`src/rtl/alu_shift_sequencer.sv`:
```
// Breaks a register-supplied shift (0-255) into single-cycle 4/2/1 ALU passes on source-B, stalling fetch until the last pass.
// Optional feature macro SHIFT_SAT_EN: amounts >= 8 saturate to 8 (passes 4,4) instead of wrapping mod 8.
module alu_shift_sequencer #(
    parameter int unsigned WB_CYCLES = 0,
    parameter logic [3:0]  IDLE_SRCB = 4'd0
) (
    input  logic       CLK,
    input  logic       Reset_n,
    input  logic       Start,
    input  logic [7:0] ShiftAmt,
    input  logic       ShiftDir,
    output logic [3:0] ALUSrcBCtrl,
    output logic [1:0] instShamt,
    output logic       ShiftDirOut,
    output logic       PassValid,
    output logic       Busy,
    output logic       Done,
    output logic       Stall
);

`ifdef SHIFT_SAT_EN
    localparam int unsigned REM_W = 4;
`else
    localparam int unsigned REM_W = 3;
`endif
    localparam int unsigned WAIT_W = (WB_CYCLES > 1) ? $clog2(WB_CYCLES) : 1;
    localparam logic [3:0] PASS_SRCB = 4'd1;

    typedef enum logic [1:0] {
        IDLE = 2'd0,
        PASS = 2'd1,
        WAIT = 2'd2,
        DONE = 2'd3
    } stateT;

    stateT             state;
    stateT             nextState;
    logic [REM_W-1:0]  rem;
    logic [REM_W-1:0]  remNext;
    logic [REM_W-1:0]  remSrc;
    logic [REM_W-1:0]  stepAmt;
    logic [REM_W-1:0]  effAmt;
    logic [WAIT_W-1:0] waitCnt;
    logic [WAIT_W-1:0] waitCntNext;
    logic              dirNext;
    logic              issue;
    logic [1:0]        stepCode;
    logic              accept;

    // Effective amount loaded into rem on accept
`ifdef SHIFT_SAT_EN
    assign effAmt = (ShiftAmt >= 8'd8) ? REM_W'(8) : REM_W'(ShiftAmt[2:0]);
`else
    logic unusedAmtBits;
    assign unusedAmtBits = ^ShiftAmt[7:3];
    assign effAmt        = ShiftAmt[2:0];
`endif

    assign accept = (state == IDLE) || (state == DONE);
    assign Stall  = Busy | (Start & accept);

    // Next-state, remaining amount and the pass (if any) issued at the coming edge
    always_comb begin
        nextState   = state;
        remNext     = rem;
        remSrc      = rem;
        waitCntNext = waitCnt;
        dirNext     = ShiftDirOut;
        issue       = 1'b0;
        stepCode    = 2'b00;
        stepAmt     = '0;

        case (state)
            IDLE, DONE: begin
                nextState = IDLE;
                if (Start) begin
                    dirNext = ShiftDir;
                    remSrc  = effAmt;
                    remNext = effAmt;
                    if (effAmt == '0) begin
                        nextState = DONE;
                    end else begin
                        issue = 1'b1;
                    end
                end
            end
            PASS: begin
                if (WB_CYCLES > 0) begin
                    nextState   = WAIT;
                    waitCntNext = WAIT_W'(WB_CYCLES - 1);
                end else if (rem == '0) begin
                    nextState = DONE;
                end else begin
                    issue = 1'b1;
                end
            end
            WAIT: begin
                if (waitCnt != '0) begin
                    waitCntNext = waitCnt - WAIT_W'(1);
                end else if (rem == '0) begin
                    nextState = DONE;
                end else begin
                    issue = 1'b1;
                end
            end
            default: nextState = IDLE;
        endcase

        // Largest step that still fits in the remaining amount
        if (issue) begin
            nextState = PASS;
            if (remSrc >= REM_W'(4)) begin
                stepCode = 2'b11;
                stepAmt  = REM_W'(4);
            end else if (remSrc >= REM_W'(2)) begin
                stepCode = 2'b10;
                stepAmt  = REM_W'(2);
            end else begin
                stepCode = 2'b01;
                stepAmt  = REM_W'(1);
            end
            remNext = remSrc - stepAmt;
        end
    end

    always_ff @(posedge CLK or negedge Reset_n) begin
        if (!Reset_n) begin
            state       <= IDLE;
            rem         <= '0;
            waitCnt     <= '0;
            ShiftDirOut <= 1'b0;
            ALUSrcBCtrl <= IDLE_SRCB;
            instShamt   <= 2'b00;
            PassValid   <= 1'b0;
            Busy        <= 1'b0;
            Done        <= 1'b0;
        end else begin
            state       <= nextState;
            rem         <= remNext;
            waitCnt     <= waitCntNext;
            ShiftDirOut <= dirNext;
            ALUSrcBCtrl <= issue ? PASS_SRCB : IDLE_SRCB;
            instShamt   <= stepCode;
            PassValid   <= issue;
            Busy        <= (nextState == PASS) || (nextState == WAIT);
            Done        <= (nextState == DONE);
        end
    end

endmodule

```
`config.mk`:
```
export PLATFORM = sky130hd
export DESIGN_NAME = alu_shift_sequencer
export DESIGN_NICKNAME = d
export VERILOG_FILES = /design/src/rtl/alu_shift_sequencer.sv
export SDC_FILE = /design/constraint.sdc
export NUM_CORES = 1
export LEC_CHECK = 0
export CAP_MARGIN = 30
export CORE_AREA = 2 2 41 43
export CTS_CLUSTER_DIAMETER = 120
export DETAILED_ROUTE_END_ITERATION = 10
export DIE_AREA = 0 0 43 45
export PLACE_DENSITY = 0.87
export SETUP_SLACK_MARGIN = 0.15
export SLEW_MARGIN = 20
export SYNTH_ARGS = -nofsm -noshare
export SYNTH_HDL_FRONTEND = slang
export SYNTH_SLANG_ARGS = --single-unit
export TNS_END_PERCENT = 1
```
`constraint.sdc`:
```
create_clock -name CLK -period 3.24 [get_ports CLK]
set_input_delay 0.648 -clock CLK [delete_from_list [all_inputs] [get_ports CLK]]
set_output_delay 0.648 -clock CLK [all_outputs]
set_load 0.02 [all_outputs]
```
==> results of run 1 <==
==> critical path: cells and delay by family <==
family                 cells  cell delay (ns)
buffers and inverters      2             1.10
AND/OR/NAND/NOR            2             0.36
==> cell usage in the layout, fill, tap and decap left out <==
master,n
clkdlybuf4s50_1,14
dfrtp_1,11
inv_1,6
ha_1,6
nor2_1,3
a22o_1,3
conb_1,3
clkbuf_4,3
nor2b_1,2
mux2_2,2
nand2b_1,1
o31ai_2,1
o21bai_4,1
nor3_4,1
nand2_2,1
nor3_2,1
o22ai_4,1
a31o_2,1
mux2i_1,1
a21oi_1,1
o32ai_1,1
nand2_1,1
a31oi_1,1
or2b_1,1
o22ai_1,1
clkbuf_1,1
==> final timing paths <==
check                                             start                       to  slack [ns]
min in group asynchronous                       Reset_n   instShamt[0]$_DFF_PN0_        0.71
worst max-delay path                              Start                    Stall        0.48
worst min-delay path            ShiftDirOut$_DFFE_PN0P_  ShiftDirOut$_DFFE_PN0P_        0.50
max in group asynchronous                       Reset_n  ShiftDirOut$_DFFE_PN0P_        2.19
worst min register to register  ShiftDirOut$_DFFE_PN0P_  ShiftDirOut$_DFFE_PN0P_        0.50
worst max register to register       state[0]$_DFF_PN0_         rem[1]$_DFF_PN0_        1.13
==> through the flow <==
stage | setup slack, ns | util [%]
after floorplan | 1.25 | -
after global placement | 0.488 | 51.9
after detailed placement | 0.469 | 51.9
after CTS | 0.465 | 53.7
after global routing | 0.421 | 53.7
final | 0.480 | 53.7
==> power breakdown <==
group	internal [mW]	switching (mW)
clock	0.0475	0.0448
sequential	0.199	0.0386
combinational	0.245	0.248
total	0.491	0.331
==> kinds of logic after synthesis <==
kind of cell | count (synthesis)
mux | 3
simple gates | 11
fa+ha+maj | 6
buf+inv | 10
other cells | 1
flops | 11
compound gates | 11
==> sequential cells by signal (all words and copies together) (netlist names) <==
register,count
state,2
rem,3
Done,1
Busy,1
instShamt,2
ALUSrcBCtrl,1
ShiftDirOut,1
==> per-layer routing <==
metal	share of wire, %	track usage [%]
met5	0	0
met4	0	3.64
met3	4.1	4.80
met2	52	24.8
met1	44	13.7
==> final cells by class <==
class / count / area, um2
Fill cell: 132 / 682
Multi-Input combinational cell: 34 / 305
Sequential cell: 11 / 275
Timing Repair Buffer: 14 / 140
Clock buffer: 4 / 26.3
Inverter: 6 / 22.5
Tap cell: 16 / 20.0
==> results.cfg, run 1 <==
[outcome]
status = completed

[place]
place_hpwl_um = 864
portBuffers = 14
placed_cell_area_um2 = 763
dp_cells = 81
gp_congestion = 0.735

[synth]
yosysTopAreaCell = dfrtp_1
ys.flop_type = dfrtp_1
synth_most_common_cell = dfrtp_1
syn_area_per_cell_um2 = 11.8
synthArstFlopShare_pct = 100
synth_warnings = 0
synth_compound_area_share_pct = 18.0
seq_area_frac_synth_pct = 44.0
synth_cells = 53
synth_top_cell_area_share_pct = 44.0
synth_seq_cells = 11
synthTopCellsByArea = dfrtp_1 44%, ha_1 12%, buf_4 4.8%
synthMuxAreaShare_pct = 5.20
synth-simple-area-share_pct = 11.8
yosys.area_share.xor_xnor_pct = 0
netlist_top_cells_count = 11 x dfrtp_1, 6 x ha_1, 6 x inv_1
synth-edff-count = 0
synth_top_family_by_area = compound AO/OA/AOI/OAI gates
synthAdderAreaFrac_pct = 12.0
synth_area_um2 = 626
synth.distinct_cells = 24

[clock_network]
cts-root-buf = clkbuf_4
clkTransAtPathRegs_ns = 0.06
clock-sinks = 11
clk_latency_ns = 0.26
cts_resized = 0
cts.path.max_buffers = 2
holdBufCountCts = 0
numCtsBuffers = 3
cts_max_level = 1
postCtsSetupBuffers = 0
cts_tree = built

[sta]
period_share_pct = 85.2
finalSetupViolCount = 0
slew_headroom_pct = 66.7
holdWs_ns = 0.505
fin_skew_ns = 0.00734
drv_slew = 0
tightest_slew_ns = 0.498
rsz0062_at_grt = no
min_period_ns = 2.76
finalHoldViolCount = 0
setup_tns_ns = 0
fmax_mhz = 362

[power]
leakage_nw = 0.364
power_density_nw_per_um2 = 1040
irDropWorstVdd_mv = 0.326
finalPower_mw = 0.822

[route]
first_pass_iters = 4
drt_iter0_markers = 5
drc_errors = 0
drt_wl_total_mm = 1.05
wl_per_cell_um = 12.4
via_count = 414
drtAntennaViolNets = 0
vias_per_cell = 4.87

[floorplan]
dieArea_um2 = 1940
die_h_um = 45
initial_core_util_pct = 42.5
core_um2 = 1470
row_count = 14
num_io_pins = 23
die_x_um = 43

[worst_setup_path]
worst_setup_path_start_kind = input pin
criticalPathCategory = in2out
cpMaxStageDelayCell = clkdlybuf4s50_1
cp-end-kind = output pin
critPathRequiredTime_ns = 2.59
reg2reg_depth = 8
cp_cell_sequence = clkdlybuf4s50_1 > nand2_2 > or2b_1 > clkdlybuf4s50_1
worst-path-max-fanout = 9
critPathMaxStageDelay_ns = 0.59
arrival_ns = 2.11
worst_path_most_repeated_cell = clkdlybuf4s50_1

[layout]
diodes = 0
nets = 88
final_layout_size_suffix_gt1_share_pct = 17.4
syn_to_final_growth_pct = 26.2
fin_cells = 85
fin_area_um2 = 790

[global_route]
grt_pass1_vias = 428
grt_start_max_net_pins = 12
overflow = 0
antenna_found_initial = 0
grt_pass1_wl_mm = 1.83
grt_use_total_pct = 13.1

[flow_run]
drv_cap = 0

[hold_path]
holdPathStages = 1
hold_path.class = reg2reg
No activity file was read; power rests on OpenSTA's default activity.
==> run 2, diff against run 1 <==
--- a/config.mk
+++ b/config.mk
@@ -10,6 +10,7 @@
 export CTS_CLUSTER_DIAMETER = 120
 export DETAILED_ROUTE_END_ITERATION = 10
 export DIE_AREA = 0 0 43 45
+export MAX_ROUTING_LAYER = met4
 export PLACE_DENSITY = 0.87
 export SETUP_SLACK_MARGIN = 0.15
 export SLEW_MARGIN = 20
==> results of run 2 <==
Final layout, timing and power as in run 1 (identical DEF).
Among the figures that moved: final weighted congestion in routability-driven placement 0.735 -> 0.744; via count of the first global-routing pass 428 -> 429; overall routing resource usage 13.1% -> 13.5%
